[config.mk]
export PLATFORM = sky130hd
export DESIGN_NAME = uflash_ctrl_flat
export DESIGN_NICKNAME = d
export VERILOG_FILES = /design/src/rtl/uflash_if.sv /design/src/rtl/uflash_ctrl.sv /design/src/flat_wrapper.sv
export SDC_FILE = /design/constraint.sdc
export NUM_CORES = 1
export LEC_CHECK = 0
export CAP_MARGIN = 20
export CORE_MARGIN = 2
export CORE_UTILIZATION = 45
export CTS_BUF_LIST = sky130_fd_sc_hd__clkbuf_8
export DETAILED_ROUTE_END_ITERATION = 12
export GPL_TIMING_DRIVEN = 0
export HOLD_SLACK_MARGIN = 0.1
export PLACE_DENSITY = 0.8
export SLEW_MARGIN = 20
export SYNTH_ARGS = -nofsm -noshare
export SYNTH_HDL_FRONTEND = slang
export SYNTH_SLANG_ARGS = --single-unit
[constraint.sdc]
create_clock -name clk -period 5.3 [get_ports clk]
set_input_delay 1.06 -clock clk [delete_from_list [all_inputs] [get_ports clk]]
set_output_delay 1.06 -clock clk [all_outputs]
set_load 0.005 [all_outputs]
[src/rtl/uflash_if.sv]
// Command/response handshake between the MCU flash request logic and uflash_ctrl.
// The master issues read/program/erase commands; the slave returns a one-cycle response.
interface uflash_if;
  logic        cmd_valid;
  logic        cmd_ready;
  logic [1:0]  cmd_op;
  logic [8:0]  cmd_xadr;
  logic [5:0]  cmd_yadr;
  logic [31:0] cmd_wdata;
  logic        rsp_valid;
  logic [31:0] rsp_rdata;
  logic        rsp_err;
  logic        busy;

  modport master (
    output cmd_valid, cmd_op, cmd_xadr, cmd_yadr, cmd_wdata,
    input  cmd_ready, rsp_valid, rsp_rdata, rsp_err, busy
  );

  modport slave (
    input  cmd_valid, cmd_op, cmd_xadr, cmd_yadr, cmd_wdata,
    output cmd_ready, rsp_valid, rsp_rdata, rsp_err, busy
  );
endinterface

[src/rtl/uflash_ctrl.sv]
// Strobe sequencer for the FLASH608K user flash macro: runs one read, program or
// page erase at a time with cycle-counted setup/hold phases; every output is registered.
module uflash_ctrl #(
  parameter int unsigned T_RD    = 2,
  parameter int unsigned T_NVS   = 135,
  parameter int unsigned T_PGS   = 270,
  parameter int unsigned T_PROG  = 324,
  parameter int unsigned T_PGH   = 2,
  parameter int unsigned T_NVH   = 135,
  parameter int unsigned T_RCV   = 270,
  parameter int unsigned T_ERASE = 162000,
  parameter int unsigned CNT_W   = 18
) (
  input  logic        clk,
  input  logic        rst,
  uflash_if.slave     bus,
  output logic [8:0]  uf_xadr,
  output logic [5:0]  uf_yadr,
  output logic [31:0] uf_din,
  output logic        uf_xe,
  output logic        uf_ye,
  output logic        uf_se,
  output logic        uf_prog,
  output logic        uf_erase,
  output logic        uf_nvstr,
  input  logic [31:0] uf_dout
);

  typedef enum logic [3:0] {
    IDLE, RD_SE, RD_WAIT,
    PG_NVS, PG_PGS, PG_PROG, PG_PGH, PG_NVH, PG_RCV,
    ER_NVS, ER_ERASE, ER_NVH, ER_RCV,
    ERR
  } state_t;

  // Each phase loads T-1 so that it lasts exactly T cycles.
  localparam logic [CNT_W-1:0] LD_RD    = CNT_W'(T_RD - 1);
  localparam logic [CNT_W-1:0] LD_NVS   = CNT_W'(T_NVS - 1);
  localparam logic [CNT_W-1:0] LD_PGS   = CNT_W'(T_PGS - 1);
  localparam logic [CNT_W-1:0] LD_PROG  = CNT_W'(T_PROG - 1);
  localparam logic [CNT_W-1:0] LD_PGH   = CNT_W'(T_PGH - 1);
  localparam logic [CNT_W-1:0] LD_NVH   = CNT_W'(T_NVH - 1);
  localparam logic [CNT_W-1:0] LD_RCV   = CNT_W'(T_RCV - 1);
  localparam logic [CNT_W-1:0] LD_ERASE = CNT_W'(T_ERASE - 1);
  localparam logic [CNT_W-1:0] CNT_ONE  = CNT_W'(1);

  state_t            state_r, state_n;
  logic [CNT_W-1:0]  cnt_r, cnt_n;
  logic              cnt_zero, cnt_step;
  logic              xe_r, ye_r, se_r, prog_r, erase_r, nvstr_r;
  logic              xe_n, ye_n, se_n, prog_n, erase_n, nvstr_n;
  logic [8:0]        xadr_r, xadr_n;
  logic [5:0]        yadr_r, yadr_n;
  logic [31:0]       din_r, din_n;
  logic [31:0]       rdata_r, rdata_n;
  logic              rsp_valid_r, rsp_valid_n;
  logic              rsp_err_r, rsp_err_n;
  logic              ready_r, ready_n;
  logic              busy_r, busy_n;

  assign cnt_zero = (cnt_r == '0);

  // State, counter and all output registers; reset clears everything at once.
  always_ff @(posedge clk or posedge rst) begin
    if (rst) begin
      state_r     <= IDLE;
      cnt_r       <= '0;
      xe_r        <= 1'b0;
      ye_r        <= 1'b0;
      se_r        <= 1'b0;
      prog_r      <= 1'b0;
      erase_r     <= 1'b0;
      nvstr_r     <= 1'b0;
      xadr_r      <= 9'd0;
      yadr_r      <= 6'd0;
      din_r       <= 32'd0;
      rdata_r     <= 32'd0;
      rsp_valid_r <= 1'b0;
      rsp_err_r   <= 1'b0;
      ready_r     <= 1'b0;
      busy_r      <= 1'b0;
    end else begin
      state_r     <= state_n;
      cnt_r       <= cnt_n;
      xe_r        <= xe_n;
      ye_r        <= ye_n;
      se_r        <= se_n;
      prog_r      <= prog_n;
      erase_r     <= erase_n;
      nvstr_r     <= nvstr_n;
      xadr_r      <= xadr_n;
      yadr_r      <= yadr_n;
      din_r       <= din_n;
      rdata_r     <= rdata_n;
      rsp_valid_r <= rsp_valid_n;
      rsp_err_r   <= rsp_err_n;
      ready_r     <= ready_n;
      busy_r      <= busy_n;
    end
  end

  // Next-state and next-output logic; a wait phase advances when the counter hits 0.
  always_comb begin
    state_n     = state_r;
    cnt_n       = cnt_r;
    cnt_step    = 1'b0;
    xe_n        = xe_r;
    ye_n        = ye_r;
    se_n        = se_r;
    prog_n      = prog_r;
    erase_n     = erase_r;
    nvstr_n     = nvstr_r;
    xadr_n      = xadr_r;
    yadr_n      = yadr_r;
    din_n       = din_r;
    rdata_n     = rdata_r;
    rsp_valid_n = 1'b0;
    rsp_err_n   = 1'b0;

    case (state_r)
      IDLE: begin
        if (bus.cmd_valid && ready_r) begin
          xadr_n = bus.cmd_xadr;
          yadr_n = bus.cmd_yadr;
          din_n  = bus.cmd_wdata;
          case (bus.cmd_op)
            2'b00: begin state_n = RD_SE;  xe_n = 1'b1; ye_n = 1'b1; se_n = 1'b1; end
            2'b01: begin state_n = PG_NVS; cnt_n = LD_NVS; xe_n = 1'b1; prog_n  = 1'b1; end
            2'b10: begin state_n = ER_NVS; cnt_n = LD_NVS; xe_n = 1'b1; erase_n = 1'b1; end
            default: state_n = ERR;
          endcase
        end else begin
          state_n = IDLE;
        end
      end
      RD_SE: begin
        state_n = RD_WAIT;
        se_n    = 1'b0;
        cnt_n   = LD_RD;
      end
      RD_WAIT: begin
        if (cnt_zero) begin
          state_n = IDLE; rdata_n = uf_dout; xe_n = 1'b0; ye_n = 1'b0; rsp_valid_n = 1'b1;
        end else cnt_step = 1'b1;
      end
      PG_NVS: begin
        if (cnt_zero) begin state_n = PG_PGS; cnt_n = LD_PGS; nvstr_n = 1'b1; end
        else cnt_step = 1'b1;
      end
      PG_PGS: begin
        if (cnt_zero) begin state_n = PG_PROG; cnt_n = LD_PROG; ye_n = 1'b1; end
        else cnt_step = 1'b1;
      end
      PG_PROG: begin
        if (cnt_zero) begin state_n = PG_PGH; cnt_n = LD_PGH; ye_n = 1'b0; end
        else cnt_step = 1'b1;
      end
      PG_PGH: begin
        if (cnt_zero) begin state_n = PG_NVH; cnt_n = LD_NVH; prog_n = 1'b0; end
        else cnt_step = 1'b1;
      end
      PG_NVH: begin
        if (cnt_zero) begin state_n = PG_RCV; cnt_n = LD_RCV; nvstr_n = 1'b0; end
        else cnt_step = 1'b1;
      end
      PG_RCV: begin
        if (cnt_zero) begin state_n = IDLE; xe_n = 1'b0; rsp_valid_n = 1'b1; end
        else cnt_step = 1'b1;
      end
      ER_NVS: begin
        if (cnt_zero) begin state_n = ER_ERASE; cnt_n = LD_ERASE; nvstr_n = 1'b1; end
        else cnt_step = 1'b1;
      end
      ER_ERASE: begin
        if (cnt_zero) begin state_n = ER_NVH; cnt_n = LD_NVH; erase_n = 1'b0; end
        else cnt_step = 1'b1;
      end
      ER_NVH: begin
        if (cnt_zero) begin state_n = ER_RCV; cnt_n = LD_RCV; nvstr_n = 1'b0; end
        else cnt_step = 1'b1;
      end
      ER_RCV: begin
        if (cnt_zero) begin state_n = IDLE; xe_n = 1'b0; rsp_valid_n = 1'b1; end
        else cnt_step = 1'b1;
      end
      ERR: begin
        state_n     = IDLE;
        rsp_valid_n = 1'b1;
        rsp_err_n   = 1'b1;
      end
      default: begin
        state_n = IDLE;
        xe_n = 1'b0; ye_n = 1'b0; se_n = 1'b0;
        prog_n = 1'b0; erase_n = 1'b0; nvstr_n = 1'b0;
      end
    endcase

    if (cnt_step) begin
      cnt_n = cnt_r - CNT_ONE;
    end else begin
      cnt_n = cnt_n;
    end

    // Ready/busy are registered copies of the state being entered.
    ready_n = (state_n == IDLE);
    busy_n  = (state_n != IDLE);
  end

  assign bus.cmd_ready = ready_r;
  assign bus.busy      = busy_r;
  assign bus.rsp_valid = rsp_valid_r;
  assign bus.rsp_err   = rsp_err_r;
  assign bus.rsp_rdata = rdata_r;
  assign uf_xadr       = xadr_r;
  assign uf_yadr       = yadr_r;
  assign uf_din        = din_r;
  assign uf_xe         = xe_r;
  assign uf_ye         = ye_r;
  assign uf_se         = se_r;
  assign uf_prog       = prog_r;
  assign uf_erase      = erase_r;
  assign uf_nvstr      = nvstr_r;

endmodule

[src/flat_wrapper.sv]
// flat-port wrapper written by rule: the top's interface ports become plain ports
module uflash_ctrl_flat 
#(
  parameter int unsigned T_RD    = 2,
  parameter int unsigned T_NVS   = 135,
  parameter int unsigned T_PGS   = 270,
  parameter int unsigned T_PROG  = 324,
  parameter int unsigned T_PGH   = 2,
  parameter int unsigned T_NVH   = 135,
  parameter int unsigned T_RCV   = 270,
  parameter int unsigned T_ERASE = 162000,
  parameter int unsigned CNT_W   = 18
)
  (clk, rst, uf_xadr, uf_yadr, uf_din, uf_xe, uf_ye, uf_se, uf_prog, uf_erase, uf_nvstr, uf_dout, bus_cmd_valid, bus_cmd_op, bus_cmd_xadr, bus_cmd_yadr, bus_cmd_wdata, bus_cmd_ready, bus_rsp_valid, bus_rsp_rdata, bus_rsp_err, bus_busy);
  uflash_if bus_i ();
  input  logic clk;
  input  logic rst;
  output logic [8:0] uf_xadr;
  output logic [5:0] uf_yadr;
  output logic [31:0] uf_din;
  output logic uf_xe;
  output logic uf_ye;
  output logic uf_se;
  output logic uf_prog;
  output logic uf_erase;
  output logic uf_nvstr;
  input  logic [31:0] uf_dout;
  input wire logic [$bits(bus_i.cmd_valid)-1:0] bus_cmd_valid;
  input wire logic [$bits(bus_i.cmd_op)-1:0] bus_cmd_op;
  input wire logic [$bits(bus_i.cmd_xadr)-1:0] bus_cmd_xadr;
  input wire logic [$bits(bus_i.cmd_yadr)-1:0] bus_cmd_yadr;
  input wire logic [$bits(bus_i.cmd_wdata)-1:0] bus_cmd_wdata;
  output wire logic [$bits(bus_i.cmd_ready)-1:0] bus_cmd_ready;
  output wire logic [$bits(bus_i.rsp_valid)-1:0] bus_rsp_valid;
  output wire logic [$bits(bus_i.rsp_rdata)-1:0] bus_rsp_rdata;
  output wire logic [$bits(bus_i.rsp_err)-1:0] bus_rsp_err;
  output wire logic [$bits(bus_i.busy)-1:0] bus_busy;
  assign bus_i.cmd_valid = bus_cmd_valid;
  assign bus_i.cmd_op = bus_cmd_op;
  assign bus_i.cmd_xadr = bus_cmd_xadr;
  assign bus_i.cmd_yadr = bus_cmd_yadr;
  assign bus_i.cmd_wdata = bus_cmd_wdata;
  assign bus_cmd_ready = bus_i.cmd_ready;
  assign bus_rsp_valid = bus_i.rsp_valid;
  assign bus_rsp_rdata = bus_i.rsp_rdata;
  assign bus_rsp_err = bus_i.rsp_err;
  assign bus_busy = bus_i.busy;
  uflash_ctrl #(.T_RD(T_RD), .T_NVS(T_NVS), .T_PGS(T_PGS), .T_PROG(T_PROG), .T_PGH(T_PGH), .T_NVH(T_NVH), .T_RCV(T_RCV), .T_ERASE(T_ERASE), .CNT_W(CNT_W)) u_core (.clk(clk), .rst(rst), .bus(bus_i), .uf_xadr(uf_xadr), .uf_yadr(uf_yadr), .uf_din(uf_din), .uf_xe(uf_xe), .uf_ye(uf_ye), .uf_se(uf_se), .uf_prog(uf_prog), .uf_erase(uf_erase), .uf_nvstr(uf_nvstr), .uf_dout(uf_dout));
endmodule
==> results_dict.tcl <==
set metrics [dict create \
    status "completed" \
    leakagePower_uw 0.00309 \
    hold_ws_ns 0.499 \
    path_clk_slew_ns 0.10 \
    die_h_um 110 \
    final_hold_viol_count 0 \
    finalSetupViolCount 0 \
    totalWireLength_mm 13.5 \
    grt_pass1_vias 4386 \
    cp_cell_sequence "inv_1, ha_1, or3b_1, clkbuf_1, or4_1, nor3_1, o22ai_1, a221o_1" \
    syn_nets 512 \
    insertedDiodeCount 0 \
    critical_path.slowest_cell "nor3_1" \
    num_io_pins 173 \
    vias 4181 \
    critPathMaxStageDelay_ns 0.70 \
    yosysWarnings 0 \
    cts_made_buffers 9 \
    drive_gt1_share_pct 17.2 \
    period_share_pct 68.9 \
    wl_per_cell_um 18.0 \
    max_cap_violations 0 \
    initial_core_util_pct 46.2 \
    via_per_inst 5.57 \
    crit_fanout 9 \
    rsz0062_at_grt "false" \
    dieArea_um2 12000 \
    synth_edf_count 0 \
    portBuffers 172 \
    grt_pass1_wl_mm 21.8 \
    antenna_left 0 \
    cts-root-buf "clkbuf_8" \
    layout.nets 696 \
    syn_area_um2 5030 \
    fin_area_um2 7160 \
    cts_buffer_depth 2 \
    start_kind "flip-flop" \
    gp_routability_congestion 0.893 \
    ctsResizeCount 0 \
    rrSetupSlack_ns 1.65 \
    h-tree-depth 3 \
    vdd_drop_max_mv 0.241 \
    ys_types 51 \
    drc 0 \
    arrival_ns 3.91 \
    antenna_found_initial 0 \
    cts_tree "done" \
    finClkSkew_ns 0.0127 \
    slew_headroom_pct 33.3 \
    fp-row-count 38 \
    grt-ovfl-total 0 \
    synth_ff_type "dfrtp_1" \
    cts_hold_buffers 0 \
    coreArea_um2 10900 \
    powerDensity_nw_per_um2 341 \
    post-route-min-period_ns 3.65 \
    nFillCells 857 \
    p_total_uw 2440 \
    synthCells 423 \
    synth_area_per_cell_um2 11.9 \
    hold_class "flip-flop to flip-flop" \
    synthArstFlopShare_pct 100 \
    firstDrtPassIters 6 \
    fmax_mhz 274 \
    grt_max_degree 60 \
    cts_setup_buffers 0 \
    yosysSeqAreaShare_pct 55.3 \
    die_w_um 110 \
    criticalPathCategory "flip-flop to flip-flop" \
    drt_iter0_markers 395 \
    dp.final_hpwl_mm 10.2 \
    place_area_um2 6960 \
    syn_to_final_growth_pct 42.5 \
    critPathCaptureType "flip-flop" \
    tightest_slew_ns 0.991 \
    clkSinkCount 111 \
    grt_usage_pct 23.6 \
    clk_latency_ns 0.37 \
    slew_violations 0 \
    cp.required_ns 5.55 \
    ys_ff_latch 111 \
]
## per-stage QoR
stage	setup WS, ns	util, %	instances	TNS [ns]
after floorplan	1.31	-	423	0
after global placement	-0.201	63.6	735	-21.79
after detailed placement	1.81	63.9	736	0
after CTS	1.80	65.8	751	0
after global routing	1.48	65.8	751	0
final	1.65	65.8	751	0
## metal layers
metal | track usage [%] | part of all wire (%)
met1 | 27.6 | 38
met2 | 39.1 | 49
met3 | 8.83 | 10
met4 | 10.0 | 3.2
met5 | 0 | 0
## cell families (layout without fill, tap and decap cells)
| kind of cell | after synthesis | count (layout) | synth area share (%) |
|---|---|---|---|
| AO/OA/AOI/OAI | 75 | 75 | 10.0 |
| adder cells (fa/ha/maj) | 5 | 5 | 1.24 |
| buffers and inverters | 31 | 219 | 2.94 |
| flip-flops | 111 | 111 | 55.3 |
| multiplexers | 82 | 82 | 18.3 |
| AND/OR/NAND/NOR | 119 | 119 | 12.2 |
## cell usage in the layout (no fill, tap or decap), types with 8 or more instances in the layout
master / synthesis / final
clkdlybuf4s50_1: 0 / 172
clkbuf_8: 0 / 11
mux2_2: 76 / 76
or4_1: 9 / 9
a21oi_1: 12 / 12
clkbuf_1: 18 / 18
nor3_1: 8 / 8
nand3_1: 14 / 14
nor2_1: 31 / 31
o21ai_0: 21 / 21
nand2_1: 27 / 27
dfrtp_1: 111 / 111
## flip-flops by register name, indices dropped and copies added, names as in the netlist, 4 cells and up
| name | flops |
|---|---|
| u_core.cnt_r | 18 |
| u_core.uf_xadr | 9 |
| u_core.uf_yadr | 6 |
| u_core.state_r | 4 |
| u_core.bus.rsp_rdata | 32 |
| u_core.uf_din | 32 |
## cell type report
class / instances / area, um^2 / share of cell area [%]
flip-flops and latches: 111 / 2780 / 38.8
clock buffers: 11 / 151 / 2.11
well taps: 140 / 175 / 2.45
inverters: 7 / 31.3 / 0.437
plain buffers: 24 / 121 / 1.69
repair buffers: 173 / 1750 / 24.4
clock inverters: 4 / 53.8 / 0.751
multi-input cells: 281 / 2100 / 29.4
## where the power goes
part	internal (uW)	switching, uW
Sequential	1010	130
Clock	245	283
Combinational	424	350
## final timing paths
check | from | depth (start not counted) | endpoint
setup / recovery | u_core.cnt_r[0] | 8 | u_core.cnt_r[8]
hold / removal | u_core.bus.rsp_rdata[20] | 1 | u_core.bus.rsp_rdata[20]
setup reg to reg | u_core.cnt_r[0] | 8 | u_core.cnt_r[8]
hold reg to reg | u_core.bus.rsp_rdata[20] | 1 | u_core.bus.rsp_rdata[20]
max in group asynchronous | rst | 3 | u_core.cnt_r[7]
min in group asynchronous | rst | 2 | u_core.uf_din[20]
## cells in the mapped netlist (all sizes together) (4+ instances only)
master | number | area (um^2)
o22ai | 4 | 25.0
or3 | 6 | 37.5
nor3 | 8 | 40.0
or4 | 10 | 78.8
dfrtp | 111 | 2780
nor4 | 9 | 77.6
nand3 | 14 | 70.1
nand2 | 27 | 101
o21ai | 21 | 105
mux2 | 79 | 890
nor2 | 31 | 116
ha | 5 | 62.6
a21oi | 12 | 60.1
clkbuf | 18 | 67.6
inv | 7 | 26.3
a21o | 6 | 45.0
buf | 6 | 53.8
or2 | 4 | 25.0
## worst max-delay path: cells and delay by family (launching register included)
| kind | cells | cell delay, ns |
|---|---|---|
| AOI/OAI and AO/OA | 2 | 0.95 |
| DFF | 1 | 0.42 |
| and+or+nand+nor | 3 | 1.66 |
| adders and majority gates | 1 | 0.20 |
| buffers and inverters | 2 | 0.31 |
Power figures use the tool's default switching activity.
